==> config.mk <==
export PLATFORM = sky130hd
export DESIGN_NAME = sh7034_ibus_arb_flat
export DESIGN_NICKNAME = d
export VERILOG_FILES = /design/src/rtl/sh7034_ibus_arb_pkg.sv /design/src/rtl/sh7034_ibus_arb_if.sv /design/src/rtl/sh7034_ibus_arb.sv /design/src/flat_wrapper.sv
export SDC_FILE = /design/constraint.sdc
export NUM_CORES = 1
export LEC_CHECK = 0
export ABC_CLOCK_PERIOD_IN_PS = 1840
export BUFFER_PORTS_ARGS = -buffer_cell sky130_fd_sc_hd__buf_2
export CELL_PAD_IN_SITES_DETAIL_PLACEMENT = 1
export CELL_PAD_IN_SITES_GLOBAL_PLACEMENT = 1
export CORE_AREA = 2 2 147 149
export CTS_CLUSTER_SIZE = 8
export DETAILED_ROUTE_END_ITERATION = 16
export DIE_AREA = 0 0 149 151
export PLACE_DENSITY = 0.59
export SYNTH_ARGS = -nofsm -noshare
export SYNTH_HDL_FRONTEND = slang
export SYNTH_SLANG_ARGS = --single-unit
==> constraint.sdc <==
create_clock -name CLK -period 1.84 [get_ports CLK]
set_input_delay 0.184 -clock CLK [delete_from_list [all_inputs] [get_ports CLK]]
set_output_delay 0.184 -clock CLK [all_outputs]
set_load 0.1 [all_outputs]
==> src/rtl/sh7034_ibus_arb_pkg.sv <==
// Shared SH7034 internal-bus types: owner/state encoding, bus widths, the arbitration pick.
package sh7034_ibus_arb_pkg;

    localparam int A_W  = 28;
    localparam int D_W  = 32;
    localparam int BA_W = 4;

    // The FSM state doubles as the OWNER output encoding.
    typedef enum logic [1:0] {
        OWN_NONE = 2'd0,
        OWN_CPU  = 2'd1,
        OWN_DMA  = 2'd2
    } owner_e;

    function automatic owner_e arb_pick(input logic cpu_req, input logic dma_req,
                                        input logic cpu_starved, input logic dma_first);
        if (cpu_req && dma_req) begin
            return (cpu_starved || !dma_first) ? OWN_CPU : OWN_DMA;
        end
        if (dma_req) return OWN_DMA;
        if (cpu_req) return OWN_CPU;
        return OWN_NONE;
    endfunction

endpackage

==> src/rtl/sh7034_ibus_arb_if.sv <==
// CPU/DMAC master ports, shared internal bus and slave returns seen by the arbiter.
interface sh7034_ibus_arb_if;
    import sh7034_ibus_arb_pkg::*;

    logic [A_W-1:0]  CPU_A,   DMA_A,   IBUS_A;
    logic [D_W-1:0]  CPU_DI,  DMA_DI,  IBUS_DO;
    logic [BA_W-1:0] CPU_BA,  DMA_BA,  IBUS_BA;
    logic            CPU_WE,  DMA_WE,  IBUS_WE;
    logic            CPU_REQ, DMA_REQ, IBUS_REQ;
    logic [D_W-1:0]  CPU_DO,  DMA_DO;
    logic            CPU_BUSY, DMA_BUSY;
    logic [D_W-1:0]  RAM_DI,  PER_DI,  BSC_DI;
    logic            RAM_BUSY, PER_BUSY, BSC_BUSY;
    logic            RAM_ACT, PER_ACT, BSC_ACT;
    logic [1:0]      OWNER;
    logic            ADDR_ERR;

    modport slave (
        input  CPU_A, CPU_DI, CPU_BA, CPU_WE, CPU_REQ,
        input  DMA_A, DMA_DI, DMA_BA, DMA_WE, DMA_REQ,
        input  RAM_DI, PER_DI, BSC_DI, RAM_BUSY, PER_BUSY, BSC_BUSY,
        input  RAM_ACT, PER_ACT, BSC_ACT,
        output CPU_DO, CPU_BUSY, DMA_DO, DMA_BUSY,
        output IBUS_A, IBUS_DO, IBUS_BA, IBUS_WE, IBUS_REQ, OWNER, ADDR_ERR
    );

    modport master (
        output CPU_A, CPU_DI, CPU_BA, CPU_WE, CPU_REQ,
        output DMA_A, DMA_DI, DMA_BA, DMA_WE, DMA_REQ,
        output RAM_DI, PER_DI, BSC_DI, RAM_BUSY, PER_BUSY, BSC_BUSY,
        output RAM_ACT, PER_ACT, BSC_ACT,
        input  CPU_DO, CPU_BUSY, DMA_DO, DMA_BUSY,
        input  IBUS_A, IBUS_DO, IBUS_BA, IBUS_WE, IBUS_REQ, OWNER, ADDR_ERR
    );

endinterface

==> src/rtl/sh7034_ibus_arb.sv <==
// CPU/DMAC internal-bus arbiter with DMAC starvation limit; outputs combinational, zero added latency.
// Owner held while the selected slave stalls; non-owning requester sees BUSY until granted.
module sh7034_ibus_arb
    import sh7034_ibus_arb_pkg::*;
#(
    parameter int STARVE_MAX = 4,
    parameter bit DMA_FIRST  = 1'b1
) (
    input  logic              CLK,
    input  logic              RST,
    input  logic              CE_R,
    input  logic              CE_F,
    sh7034_ibus_arb_if.slave  bus
);

    localparam int CNT_W = (STARVE_MAX > 7) ? $clog2(STARVE_MAX + 1) : 3;
    localparam logic [CNT_W-1:0] CNT_MAX = CNT_W'(STARVE_MAX);

    owner_e           state_q, state_d;
    logic [CNT_W-1:0] starve_q, starve_d;

    logic             own_req, any_act, sel_busy, xfer_ok, cpu_done, dma_done;
    logic [D_W-1:0]   sel_di;
    logic             ce_f_unused;

    assign ce_f_unused = CE_F;

    always_comb begin
        sel_busy = 1'b0;
        sel_di   = '0;
        any_act  = 1'b1;
        if (bus.RAM_ACT) begin
            sel_busy = bus.RAM_BUSY;
            sel_di   = bus.RAM_DI;
        end else if (bus.PER_ACT) begin
            sel_busy = bus.PER_BUSY;
            sel_di   = bus.PER_DI;
        end else if (bus.BSC_ACT) begin
            sel_busy = bus.BSC_BUSY;
            sel_di   = bus.BSC_DI;
        end else begin
            any_act  = 1'b0;
        end
    end

    always_comb begin
        case (state_q)
            OWN_CPU: own_req = bus.CPU_REQ;
            OWN_DMA: own_req = bus.DMA_REQ;
            default: own_req = 1'b0;
        endcase
    end

    // An unmapped access never stalls: sel_busy is 0 when no slave claims it.
    assign xfer_ok  = CE_R & own_req & ~sel_busy;
    assign cpu_done = xfer_ok & (state_q == OWN_CPU);
    assign dma_done = xfer_ok & (state_q == OWN_DMA);

    always_comb begin
        bus.IBUS_A   = '0;
        bus.IBUS_DO  = '0;
        bus.IBUS_BA  = '0;
        bus.IBUS_WE  = 1'b0;
        bus.IBUS_REQ = 1'b0;
        case (state_q)
            OWN_CPU: begin
                bus.IBUS_A   = bus.CPU_A;
                bus.IBUS_DO  = bus.CPU_DI;
                bus.IBUS_BA  = bus.CPU_BA;
                bus.IBUS_WE  = bus.CPU_WE;
                bus.IBUS_REQ = bus.CPU_REQ;
            end
            OWN_DMA: begin
                bus.IBUS_A   = bus.DMA_A;
                bus.IBUS_DO  = bus.DMA_DI;
                bus.IBUS_BA  = bus.DMA_BA;
                bus.IBUS_WE  = bus.DMA_WE;
                bus.IBUS_REQ = bus.DMA_REQ;
            end
            default: ;
        endcase
    end

    assign bus.CPU_DO   = sel_di;
    assign bus.DMA_DO   = sel_di;
    assign bus.CPU_BUSY = bus.CPU_REQ & ~cpu_done;
    assign bus.DMA_BUSY = bus.DMA_REQ & ~dma_done;
    assign bus.OWNER    = state_q;
    assign bus.ADDR_ERR = CE_R & own_req & ~any_act;

    // Arbitration after a completion sees the updated starvation count, so the
    // CPU wins the grant that immediately follows the STARVE_MAX-th DMAC transfer.
    always_comb begin
        state_d  = state_q;
        starve_d = starve_q;
        if (CE_R) begin
            if (!bus.CPU_REQ || cpu_done) begin
                starve_d = '0;
            end else if (dma_done && (starve_q < CNT_MAX)) begin
                starve_d = starve_q + CNT_W'(1);
            end
            case (state_q)
                OWN_NONE: state_d = arb_pick(bus.CPU_REQ, bus.DMA_REQ,
                                             starve_d >= CNT_MAX, DMA_FIRST);
                default: begin
                    if (!own_req) begin
                        state_d = OWN_NONE;
                    end else if (!sel_busy) begin
                        state_d = arb_pick(bus.CPU_REQ, bus.DMA_REQ,
                                           starve_d >= CNT_MAX, DMA_FIRST);
                    end
                end
            endcase
        end
    end

    always_ff @(posedge CLK or posedge RST) begin
        if (RST) begin
            state_q  <= OWN_NONE;
            starve_q <= '0;
        end else begin
            state_q  <= state_d;
            starve_q <= starve_d;
        end
    end

endmodule
==> src/flat_wrapper.sv <==
// flat-port wrapper written by rule: the top's interface ports become plain ports
module sh7034_ibus_arb_flat import sh7034_ibus_arb_pkg::*;
#(
    parameter int STARVE_MAX = 4,
    parameter bit DMA_FIRST  = 1'b1
)
  (CLK, RST, CE_R, CE_F, bus_CPU_A, bus_CPU_DI, bus_CPU_BA, bus_CPU_WE, bus_CPU_REQ, bus_DMA_A, bus_DMA_DI, bus_DMA_BA, bus_DMA_WE, bus_DMA_REQ, bus_RAM_DI, bus_PER_DI, bus_BSC_DI, bus_RAM_BUSY, bus_PER_BUSY, bus_BSC_BUSY, bus_RAM_ACT, bus_PER_ACT, bus_BSC_ACT, bus_CPU_DO, bus_CPU_BUSY, bus_DMA_DO, bus_DMA_BUSY, bus_IBUS_A, bus_IBUS_DO, bus_IBUS_BA, bus_IBUS_WE, bus_IBUS_REQ, bus_OWNER, bus_ADDR_ERR);
  sh7034_ibus_arb_if bus_i ();
  input  logic CLK;
  input  logic RST;
  input  logic CE_R;
  input  logic CE_F;
  input wire logic [$bits(bus_i.CPU_A)-1:0] bus_CPU_A;
  input wire logic [$bits(bus_i.CPU_DI)-1:0] bus_CPU_DI;
  input wire logic [$bits(bus_i.CPU_BA)-1:0] bus_CPU_BA;
  input wire logic [$bits(bus_i.CPU_WE)-1:0] bus_CPU_WE;
  input wire logic [$bits(bus_i.CPU_REQ)-1:0] bus_CPU_REQ;
  input wire logic [$bits(bus_i.DMA_A)-1:0] bus_DMA_A;
  input wire logic [$bits(bus_i.DMA_DI)-1:0] bus_DMA_DI;
  input wire logic [$bits(bus_i.DMA_BA)-1:0] bus_DMA_BA;
  input wire logic [$bits(bus_i.DMA_WE)-1:0] bus_DMA_WE;
  input wire logic [$bits(bus_i.DMA_REQ)-1:0] bus_DMA_REQ;
  input wire logic [$bits(bus_i.RAM_DI)-1:0] bus_RAM_DI;
  input wire logic [$bits(bus_i.PER_DI)-1:0] bus_PER_DI;
  input wire logic [$bits(bus_i.BSC_DI)-1:0] bus_BSC_DI;
  input wire logic [$bits(bus_i.RAM_BUSY)-1:0] bus_RAM_BUSY;
  input wire logic [$bits(bus_i.PER_BUSY)-1:0] bus_PER_BUSY;
  input wire logic [$bits(bus_i.BSC_BUSY)-1:0] bus_BSC_BUSY;
  input wire logic [$bits(bus_i.RAM_ACT)-1:0] bus_RAM_ACT;
  input wire logic [$bits(bus_i.PER_ACT)-1:0] bus_PER_ACT;
  input wire logic [$bits(bus_i.BSC_ACT)-1:0] bus_BSC_ACT;
  output wire logic [$bits(bus_i.CPU_DO)-1:0] bus_CPU_DO;
  output wire logic [$bits(bus_i.CPU_BUSY)-1:0] bus_CPU_BUSY;
  output wire logic [$bits(bus_i.DMA_DO)-1:0] bus_DMA_DO;
  output wire logic [$bits(bus_i.DMA_BUSY)-1:0] bus_DMA_BUSY;
  output wire logic [$bits(bus_i.IBUS_A)-1:0] bus_IBUS_A;
  output wire logic [$bits(bus_i.IBUS_DO)-1:0] bus_IBUS_DO;
  output wire logic [$bits(bus_i.IBUS_BA)-1:0] bus_IBUS_BA;
  output wire logic [$bits(bus_i.IBUS_WE)-1:0] bus_IBUS_WE;
  output wire logic [$bits(bus_i.IBUS_REQ)-1:0] bus_IBUS_REQ;
  output wire logic [$bits(bus_i.OWNER)-1:0] bus_OWNER;
  output wire logic [$bits(bus_i.ADDR_ERR)-1:0] bus_ADDR_ERR;
  assign bus_i.CPU_A = bus_CPU_A;
  assign bus_i.CPU_DI = bus_CPU_DI;
  assign bus_i.CPU_BA = bus_CPU_BA;
  assign bus_i.CPU_WE = bus_CPU_WE;
  assign bus_i.CPU_REQ = bus_CPU_REQ;
  assign bus_i.DMA_A = bus_DMA_A;
  assign bus_i.DMA_DI = bus_DMA_DI;
  assign bus_i.DMA_BA = bus_DMA_BA;
  assign bus_i.DMA_WE = bus_DMA_WE;
  assign bus_i.DMA_REQ = bus_DMA_REQ;
  assign bus_i.RAM_DI = bus_RAM_DI;
  assign bus_i.PER_DI = bus_PER_DI;
  assign bus_i.BSC_DI = bus_BSC_DI;
  assign bus_i.RAM_BUSY = bus_RAM_BUSY;
  assign bus_i.PER_BUSY = bus_PER_BUSY;
  assign bus_i.BSC_BUSY = bus_BSC_BUSY;
  assign bus_i.RAM_ACT = bus_RAM_ACT;
  assign bus_i.PER_ACT = bus_PER_ACT;
  assign bus_i.BSC_ACT = bus_BSC_ACT;
  assign bus_CPU_DO = bus_i.CPU_DO;
  assign bus_CPU_BUSY = bus_i.CPU_BUSY;
  assign bus_DMA_DO = bus_i.DMA_DO;
  assign bus_DMA_BUSY = bus_i.DMA_BUSY;
  assign bus_IBUS_A = bus_i.IBUS_A;
  assign bus_IBUS_DO = bus_i.IBUS_DO;
  assign bus_IBUS_BA = bus_i.IBUS_BA;
  assign bus_IBUS_WE = bus_i.IBUS_WE;
  assign bus_IBUS_REQ = bus_i.IBUS_REQ;
  assign bus_OWNER = bus_i.OWNER;
  assign bus_ADDR_ERR = bus_i.ADDR_ERR;
  sh7034_ibus_arb #(.STARVE_MAX(STARVE_MAX), .DMA_FIRST(DMA_FIRST)) u_core (.CLK(CLK), .RST(RST), .CE_R(CE_R), .CE_F(CE_F), .bus(bus_i));
endmodule
==> impl_results.md, run 1 <==
* Status: finished with violations
* Violated checks: negative setup slack
* Critical Path RT at 1660 ps
* Drt initial violations at 84
* Arrival @ worst endpoint at 1800 ps
* DRC at 0
* RSZ-0062 raised after global routing: yes
* Largest net degree at the start of global routing at 45
* Nets at 948
* Die Y at 151 um
* Least-Margin Pin Slew at 497 ps
* Peak VDD IR at 0.000374 V
* Post-synth top area cell: a22oi_1
* Non-Filler Instances at 982
* R2R Path Start: u_core.bus.OWNER[1]
* Setup ws final at -143 ps
* Rows at 53
* Post-synth top area share at 31.7%
* CP Launch Type: register
* Yosys reg bits at 5
* Fill cells at 2272
* Critical-path maximum fanout at 12
* Post-DP HPWL at 14000 um
* Via Count at 4103
* Ports at 373
* Synthesized area per cell at 6.63 um^2
* Switching fraction of total power at 54.9%
* Pwr/cell area at 744 nW/um^2
* Share of cells above drive strength 1 at 89.6%
* Drt pass-1 iters at 4
* Final wirelength at 17500 um
* CP endpoint kind: output pin
* Slew Limit Fails at 0
* Area Growth Syn to Fin at 265%
* Fin crit share at 108%
* PortBufs at 371
* CTS root buf: clkbuf_16
* Sequential share of power at 2.2%
* WL/cell at 17.8 um
* Max clock buf depth at 2
* Vias in the first global route at 4524
* Pleak at 3.44 nW
* GR Overflow Total at 0
* Vias per inst at 4.18
* Ys Warns at 0
* Critical path launch point: u_core.bus.OWNER[1]
* Synth Net Count at 589
* Net Sw Power at 3.43 mW
* Relative slew margins at 67.1%
* Post-synthesis cell type count at 34
* Final setup vio count at 69
* Worst reg-to-reg setup slack at 10 ps
* Crit path to: bus_IBUS_BA[1]
* Min-Delay Path Class: in2reg
* # Max-Cap Violations at 0
* Global Route Usage Sum at 14.2%
* CTS sink count at 5
* First-pass GRT wire length at 25200 um
* Placed cell count at 957
* Internal power at 2.82 mW
* Comb power frac at 92.1%
* Worst-path clk slew at 30 ps
* Reg2reg end: u_core.starve_q[1]
* Crit Path Category: reg2out
* Post-synthesis sequential area ratio at 5.44%
* Initial antenna violation count at 2
* DIE WIDTH at 149 um
* Maximum clock frequency at 504 MHz
* Final hold violations at 0
* CTS buffer count at 3
* Tmin final at 1980 ps
* Total power draw at 6.24 mW
* Final ANT Viol Nets at 0
* CTS H-tree lvls at 1
* Gate Count Post-Synth at 347
* Clk_lat worst skew at 220 ps
* GPL Wtd Cong at 0.766
* Synth area leaders: a22oi_1, nor2b_1, buf_4
* CTS tree: built
* Reg2reg path depth at 8
* Core area at 20800 um^2
* Die ar. at 22500 um^2
* Max Clock Skew at 1.10 ps
* Initial Util at 11.0%
* Clock Power Share at 5.7%
* Cell Area, Synth at 2300 um^2
## cells by family after synthesis
group | after synthesis | synth area share (%)
compound gates | 146 | 45.6
xor+xnor | 1 | 0.381
fa+ha+maj | 4 | 2.18
buf+inv | 77 | 18.6
flops | 5 | 5.44
simple gates | 114 | 27.8
## worst max-delay path, stage by stage (launching register included)
cell and delay (ps):
dfrtp_4 510, inv_4 90, ha_4 230, buf_12 180, buf_12 160, a22oi_2 80, nor2b_4 140, buf_12 180
## final cells by class
cell class / count / area, um^2 / share of cell area (%)
Inverter: 7 / 38.8 / 0.462
Tap cell: 275 / 344 / 4.10
Antenna cell: 2 / 5.00 / 0.0597
Timing Repair Buffer: 424 / 4670 / 55.6
Sequential cell: 5 / 133 / 1.58
Multi-Input combinational cell: 265 / 3120 / 37.2
Clock buffer: 4 / 78.8 / 0.940
## cells in the mapped netlist (all sizes together)
| cell | count |
|---|---|
| nand2b | 1 |
| o211ai | 1 |
| nor4 | 2 |
| buf | 43 |
| xnor2 | 1 |
| nor2b | 66 |
| ha | 4 |
| o21ai | 35 |
| nor2 | 1 |
| a21oi | 5 |
| a22oi | 98 |
| nand3 | 2 |
| o2bb2ai | 1 |
| nand3b | 1 |
| inv | 7 |
| nand2 | 38 |
| a21boi | 1 |
| a32o | 1 |
| dfrtp | 5 |
| clkbuf | 27 |
| and2 | 1 |
| a22o | 2 |
| o31ai | 2 |
| nor3 | 2 |
## worst min path at each step
| stage | from | end | cells past startpoint |
|---|---|---|---|
| after floorplan | RST | u_core.starve_q[0] | 1 |
| after global placement | RST | u_core.bus.OWNER[1] | 2 |
| after detailed placement | RST | u_core.bus.OWNER[0] | 2 |
| after CTS | CE_R | u_core.starve_q[0] | 2 |
| after global routing | bus_DMA_REQ | u_core.bus.OWNER[1] | 3 |
| final | bus_DMA_REQ | u_core.bus.OWNER[1] | 3 |
## registers in the layout, indices dropped and copies added, names as in the netlist
name	count
u_core.bus.OWNER	2
u_core.starve_q	3
## metal layers
metal | share of wire (%) | track usage, % | up-vias
li1 | - | - | 1952
met1 | 36 | 15.7 | 1965
met2 | 57 | 27.6 | 176
met3 | 7.0 | 3.16 | 10
met4 | 0.85 | 2.90 | 0
met5 | 0 | 0 | -
## power by group through the flow
| stage | logic [mW] | clock network (mW) | registers [mW] |
|---|---|---|---|
| floorplan | 3.57 | 0 | 0.179 |
| global placement | 5.23 | 0 | 0.135 |
| detailed placement | 5.27 | 0 | 0.136 |
| CTS | 5.71 | 0.359 | 0.137 |
| global route | 5.96 | 0.372 | 0.138 |
| finish | 5.75 | 0.353 | 0.137 |
## through the flow
stage	cell area [um^2]	util (%)	setup WS [ps]	TNS (ps)	hold WS [ps]
floorplan	3860	-	-286	-17070	-37.4
global placement	7590	36.5	47.9	0	85.0
detailed placement	7590	36.5	34.2	0	90.5
CTS	8220	39.5	-157	-7690	268
global route	8390	40.3	-198	-10510	311
finish	8390	40.3	-143	-6780	297
## repair_timing
action | 4_1_cts | 5_1_grt
setup endpoints to repair | 68 | 71
setup buffers | 8 | 7
pin swaps | 13 | 13
gates resized for setup | 60 | 27
endpoints found under the hold margin | 5 | 0
gates cloned | 7 | 2
hold buffers | 1 | 0
## cell usage in the layout, fill, tap and decap left out, types with 2 or more instances in the layout
master      instances
nand2_1            36
buf_4              18
a22oi_1            15
inv_4               2
a21oi_2             3
buf_6               7
dfrtp_1             3
inv_1               2
a22oi_2            82
clkbuf_16           5
buf_16              4
nor2b_4            66
clkinvlp_4          2
buf_12            150
ha_4                3
o21ai_4            32
diode_2             2
dfrtp_4             2
buf_8               4
buf_2             237
nor4_4              2
nand3_1             2
o21ai_1             2
(Power assumes the default switching activity.)
==> inputs of run 2 (changes only) <==
SKIP_LAST_GASP = 1   (was default)
==> run 2 against run 1 <==
Compared with the run above: the run still ends with negative setup slack left; final cell count shrank 0.20%; core utilization is 0.13 points higher; non-clock buffer count shrank 2.
==> impl_results.md, run 2 (synthesis gave the netlist of run 1 again) <==
* Setup ws final at -155 ps (-12.0 ps)
* Final hold violations at 0 (unchanged)
* Maximum clock frequency at 501 MHz (-0.60%)
* CTS H-tree lvls at 1 (unchanged)
* DIE WIDTH at 149 um (unchanged)
* Top reg by flops: u_core.starve_q
* Largest register FFs at 3 (unchanged)
* Worst-path clk slew at 30 ps (about the same)
* CTS root buf: clkbuf_16
* RSZ-0062 raised after global routing: yes
* Arrival @ worst endpoint at 1810 ps (about the same)
* R2R Path Start: u_core.bus.OWNER[1]
* # Max-Cap Violations at 0 (unchanged)
* Least-Margin Pin Slew at 497 ps (-0.499 ps)
* Max Clock Skew at 1.16 ps (+0.0636 ps)
* Vias per inst at 4.19 (+0.23%)
* Drt initial violations at 68 (-19%)
* Via Count at 4104 (+0.024%)
* Area Growth Syn to Fin at 266%
* Pleak at 3.44 nW (about the same)
* WL/cell at 17.9 um (+0.39%)
* Fin crit share at 108% (+0.65 points)
* Pre-CTS WS at 34.2 ps (unchanged)
* Reg2reg path depth at 8 (unchanged)
* Worst hold path stage count at 2 (-1)
* GR Overflow Total at 0 (unchanged)
* Ports at 373 (unchanged)
* Final wirelength at 17500 um (+0.18%)
* Placed cell area at 7590 um^2 (unchanged)
* Drt pass-1 iters at 4 (unchanged)
* Final setup vio count at 68 (-1.4%)
* Die ar. at 22500 um^2 (unchanged)
* DRC at 0 (unchanged)
* Violated checks: negative setup slack
* Min-Delay Path Class: in2reg
* Worst reg-to-reg setup slack at 10 ps (about the same)
* Finished Cell Area at 8410 um^2 (+0.31%)
* Slew Limit Fails at 0 (unchanged)
* CTS tree: built
* Startpoint of the worst hold path: CE_R
* First-pass GRT wire length at 25200 um (-0.13%)
* Critical path launch point: u_core.bus.OWNER[1]
* Critical-path maximum fanout at 8 (-4)
* Largest net degree at the start of global routing at 45 (unchanged)
* Leading cell type in the layout, fill and taps excluded: buf_2
* CTS buffer count at 3 (unchanged)
* CTS sink count at 5 (unchanged)
* Pwr/cell area at 744 nW/um^2 (about the same)
* Final hold slack at 295 ps (-1.51 ps)
* Fill cells at 2262 (-0.44%)
* Share of cells above drive strength 1 at 90.2% (+0.54 points)
* Final ANT Viol Nets at 0 (unchanged)
* Core area at 20800 um^2 (unchanged)
* Relative slew margins at 67.1% (about the same)
* Die Y at 151 um (unchanged)
* Status: finished with violations
* Initial antenna violation count at 2 (unchanged)
* Clk_lat worst skew at 220 ps (about the same)
* Peak VDD IR at 0.000395 V (+5.6%)
* Commonest cells after routing, fill and taps aside: buf_2, buf_12, a22oi_2, nor2b_4, nand2_1
* CP Launch Type: register
* Critical Path RT at 1660 ps (about the same)
* Max clock buf depth at 2 (unchanged)
* Global Route Usage Sum at 14.2% (-0.032 points)
* CP endpoint kind: output pin
* Post-DP HPWL at 14000 um (unchanged)
* Nets at 946 (-0.21%)
* Rows at 53 (unchanged)
* Tmin final at 1990 ps (+12.0 ps)
* Initial Util at 11.0% (unchanged)
* PortBufs at 371 (unchanged)
* Crit Path Category: reg2out
* GPL Wtd Cong at 0.766 (unchanged)
* Vias in the first global route at 4513 (-0.24%)
==> run 2: changes by cell type in the layout (fill, tap and decap cells not counted) <==
cell,previous run,this run
a22oi_1,15,11
a22oi_2,82,86
buf_4,18,16
buf_16,4,5
buf_6,7,6
nor2_2,1,0
nor2_4,0,1
==> run 2: what timing repair did <==
action,CTS,global route
hold endpoints to repair,5,0
cloned,7,2
endpoints found under the setup margin,68,73
setup buffers,8,6
resized for setup,52,40
hold buffers,1,0
pin swaps,10,37
==> run 2: final timing paths <==
path,end
max,bus_IBUS_DO[24]
max in group asynchronous,u_core.bus.OWNER[1]
max reg2reg,u_core.starve_q[1]
min in group asynchronous,u_core.starve_q[2]
min reg2reg,u_core.starve_q[1]
min,u_core.starve_q[0]
==> run 2: layer usage <==
layer	vias up	routed length [um]	track usage (%)
met5	-	0	0
met4	0	193	2.90
met3	14	1210	3.13
met2	176	9830	27.4
met1	1964	6290	15.8
li1	1950	-	-
==> run 2: per-stage QoR <==
stage / instances / util, % / TNS, ps / total power [mW]
floorplan: 347 / - / -17070 / 3.75
global placement: 957 / 36.5 / 0 / 5.37
detailed placement: 957 / 36.5 / 0 / 5.41
CTS: 974 / 39.3 / -7820 / 6.19
global route: 980 / 40.4 / -10920 / 6.49
finish: 980 / 40.4 / -7240 / 6.26
==> run 2: area by class of cell <==
cell class | count | area, um^2 | share of cell area, %
timing repair buffer | 422 | 4670 | 55.5
clock buffer | 4 | 78.8 | 0.937
sequential | 5 | 133 | 1.58
tap | 275 | 344 | 4.09
antenna | 2 | 5.00 | 0.0595
multi-input combinational | 265 | 3150 | 37.4
inverter | 7 | 38.8 | 0.461
==> run 2: critical path, stage by stage, from the launching register on <==
cell	delay (ps)
dfrtp_4	500
inv_4	90
ha_4	230
buf_12	190
clkbuf_16	170
a22oi_2	70
nor2b_4	140
buf_12	180
==> run 2: power by group <==
part / switching [mW] / internal (mW)
Clock: 0.0664 / 0.287
Sequential: 0.0145 / 0.123
Combinational: 3.35 / 2.42
Total: 3.43 / 2.83
==> inputs of run 3 (changes only) <==
ABC_AREA = 1   (was default)
CORE_AREA = 2 2 144 146   (was 2 2 147 149)
DIE_AREA = 0 0 146 148   (was 0 0 149 151)
PLACE_DENSITY = 0.63   (was 0.59)
==> run 3 against run 2 <==
Compared with the run above: final cell count is 7.8% higher; largest cell class unchanged; maximum frequency is 3.4% higher; critical path depth stayed put; clock power is 1% higher; synthesized cell count is 23% higher; core utilization is 1.8 points higher; global-route usage is 1.5 points higher; first-iteration DRC count is 18% higher; the run still ends with negative setup slack left; worst setup slack better by 66 ps; total power is 0.10% lower; die area is 4.0% lower.
==> impl_results.md, run 3 <==
* Slew Limit Fails at 0 (unchanged)
* CTS buffer count at 3 (unchanged)
* Clk_lat worst skew at 230 ps (about the same)
* RSZ-0062 raised after global routing: yes
* Largest net degree at the start of global routing at 28 (-38%)
* Maximum clock frequency at 518 MHz (+3.4%)
* Sequential share of power at 2.1% (about the same)
* # Max-Cap Violations at 0 (unchanged)
* Vias in the first global route at 4923 (+9.1%)
* CP Launch Type: register
* Core area at 20000 um^2 (-3.8%)
* Vias per inst at 4.16 (-0.62%)
* Synth Net Count at 668 (+13%)
* GR Overflow Total at 0 (unchanged)
* Yosys reg bits at 5 (unchanged)
* Synthesized area per cell at 5.16 um^2 (-22%)
* Initial Util at 11.0% (-0.074 points)
* Fin crit share at 105% (-3.6 points)
* Synth Flop Type: dfrtp_1
* Final hold violations at 0 (unchanged)
* Cell Area, Synth at 2200 um^2 (-4.4%)
* Ys Warns at 0 (unchanged)
* Worst-path clk slew at 30 ps (about the same)
* Global Route Usage Sum at 15.7% (+1.5 points)
* PortBufs at 371 (unchanged)
* Pleak at 3.59 nW (+4.5%)
* Internal power at 2.54 mW (-10%)
* Drt pass-1 iters at 4 (unchanged)
* Post-DP HPWL at 14500 um (+3.5%)
* Final ANT Viol Nets at 0 (unchanged)
* Placed cell count at 1024 (+7.0%)
* Tmin final at 1930 ps (-65.7 ps)
* Rows at 52 (-1.9%)
* DRC at 0 (unchanged)
* CTS H-tree lvls at 1 (unchanged)
* Final wirelength at 18400 um (+4.9%)
* Switching fraction of total power at 59.4% (+4.6 points)
* Min-Delay Path Class: in2reg
* Least-Margin Pin Slew at 523 ps (+26.6 ps)
* Synth top cells by count: nand2_1, a21oi_1, a22oi_1, buf_4, o21ai_0
* Post-synth top area share at 31.1% (-0.59 points)
* CTS tree: built
* Crit Path Category: reg2out
* Final hold slack at 258 ps (-37.5 ps)
* Critical-path maximum fanout at 11 (+3)
* Status: finished with violations
* Relative slew margins at 65.4% (-1.8 points)
* Pre-CTS WS at 26.7 ps (-7.49 ps)
* Post-synthesis sequential area ratio at 5.69% (+0.25 points)
* Largest register FFs at 3 (unchanged)
* Total power draw at 6.26 mW (-0.10%)
* GPL Wtd Cong at 0.782 (+2.0%)
* Critical Path RT at 1660 ps (about the same)
* CTS root buf: clkbuf_16
* Ports at 373 (unchanged)
* Number of flops mapped to enable cells by yosys at 0 (unchanged)
* Synth area leaders: nand2_1, a21oi_1, a22oi_1
* Leading cell type in the layout, fill and taps excluded: buf_2
* DIE WIDTH at 146 um (-2.0%)
* Gate Count Post-Synth at 426 (+23%)
* Max clock buf depth at 2 (unchanged)
* CTS sink count at 5 (unchanged)
* Initial antenna violation count at 1 (-1)
* CP endpoint kind: output pin
* Non-Filler Instances at 1056 (+7.8%)
* Clock Power Share at 5.7% (about the same)
* Final setup vio count at 68 (unchanged)
* Die Y at 148 um (-2.0%)
* Commonest cells after routing, fill and taps aside: buf_2, buf_12, nand2_1, a21oi_4, nand2_2
* Net Sw Power at 3.72 mW (+8.3%)
* Drt initial violations at 80 (+18%)
* Post-synth top area cell: nand2_1
* Peak VDD IR at 0.000356 V (-10%)
* Arrival @ worst endpoint at 1750 ps (-60 ps)
* Max Clock Skew at 2.22 ps (+1.06 ps)
* Ys async rst share at 100% (unchanged)
* Violated checks: negative setup slack
* WL/cell at 17.4 um (-2.6%)
* Setup ws final at -89.3 ps (+65.7 ps)
* Setup_tns at -4200 ps (+3040 ps)
* Via Count at 4395 (+7.1%)
* Share of cells above drive strength 1 at 78.1% (-12 points)
* Nets at 1028 (+8.7%)
* First-pass GRT wire length at 27000 um (+7.1%)
* Comb power frac at 92.2% (about the same)
* Die ar. at 21600 um^2 (-4.0%)
* Top reg by flops: u_core.starve_q
* Most frequent cell after synthesis: nand2_1
* Area Growth Syn to Fin at 285%
* Pwr/cell area at 740 nW/um^2 (-0.61%)
* Post-synthesis cell type count at 25 (-26%)
[run 3: cell count changes in the layout (fill, tap and decap cells not counted), sizes merged, moves of 2 or more]
cell	before	now
buf	418	416
nand2	38	187
nor3	2	0
inv	5	15
a22oi	98	32
nor2	1	6
nand4	0	2
a21oi	5	66
a22o	2	0
nor2b	66	0
clkbuf	6	10
clkinvlp	2	0
[run 3: layout make-up]
cell class / instances / area, um^2
fillers: 2256 / 11600
multi-input cells: 338 / 3090
clock buffers: 4 / 78.8
diodes: 1 / 2.50
repair buffers: 423 / 4730
well taps: 270 / 338
flip-flops and latches: 5 / 133
inverters: 15 / 78.8
[run 3: critical path, stage by stage, from the launching register on]
cell       delay (ps)
dfrtp_4           490
inv_4              80
ha_4              160
buf_6             140
clkbuf_16         170
nand2_1            90
a21oi_4           170
buf_12            190
[run 3: power by group through the flow]
stage / Clock (mW) / Sequential (mW) / Combinational, mW
final: 0.358 / 0.132 / 5.77
after global routing: 0.373 / 0.133 / 5.97
after CTS: 0.364 / 0.132 / 5.65
after detailed placement: 0 / 0.137 / 5.31
after global placement: 0 / 0.136 / 5.27
after floorplan: 0 / 0.184 / 3.75
[run 3: logic make-up (layout without fill, tap and decap cells)]
group                      after synthesis  after routing  share of synthesized area, %
and+or+nand+nor                        199            199                          36.7
adders and majority gates                4              4                          2.28
buffers and inverters                   83            442                          20.6
AOI/OAI and AO/OA                      134            134                          34.4
other                                    0              1                             0
DFF                                      5              5                          5.69
xor gates and xnor gates                 1              1                         0.398
[run 3: metrics by stage]
step / utilization, % / instance area (um^2)
2_1_floorplan: - / 4080
3_3_place_gp: 38.6 / 7740
3_5_place_dp: 38.6 / 7740
4_1_cts: 41.1 / 8230
5_1_grt: 42.2 / 8460
6_report: 42.2 / 8460
[run 3: path summary, 6_finish.rpt]
kind	cells past startpoint	from	to	slack, ps
worst max register to register	13	u_core.bus.OWNER[0]	u_core.bus.OWNER[0]	80
worst max-delay path	7	u_core.bus.OWNER[1]	bus_IBUS_A[12]	-90
worst min-delay path	3	bus_DMA_REQ	u_core.bus.OWNER[1]	260
worst min register to register	2	u_core.starve_q[1]	u_core.starve_q[1]	530
min in group asynchronous	3	RST	u_core.starve_q[2]	420
max in group asynchronous	3	RST	u_core.bus.OWNER[0]	1240
[run 3: what timing repair did]
item	4_1_cts	5_1_grt
pin swaps	28	20
cloned	6	7
endpoints found under the setup margin	68	74
setup buffers	13	1
endpoints found under the hold margin	5	0
hold buffers	1	0
resized for setup	27	23
[run 3: routing by layer]
| layer | wire [um] | vias up | GRT usage, % |
|---|---|---|---|
| met3 | 1530 | 12 | 4.29 |
| met4 | 238 | 0 | 2.43 |
| met5 | 0 | - | 0 |
| li1 | - | 2108 | - |
| met1 | 6170 | 2045 | 16.1 |
| met2 | 10400 | 230 | 31.9 |
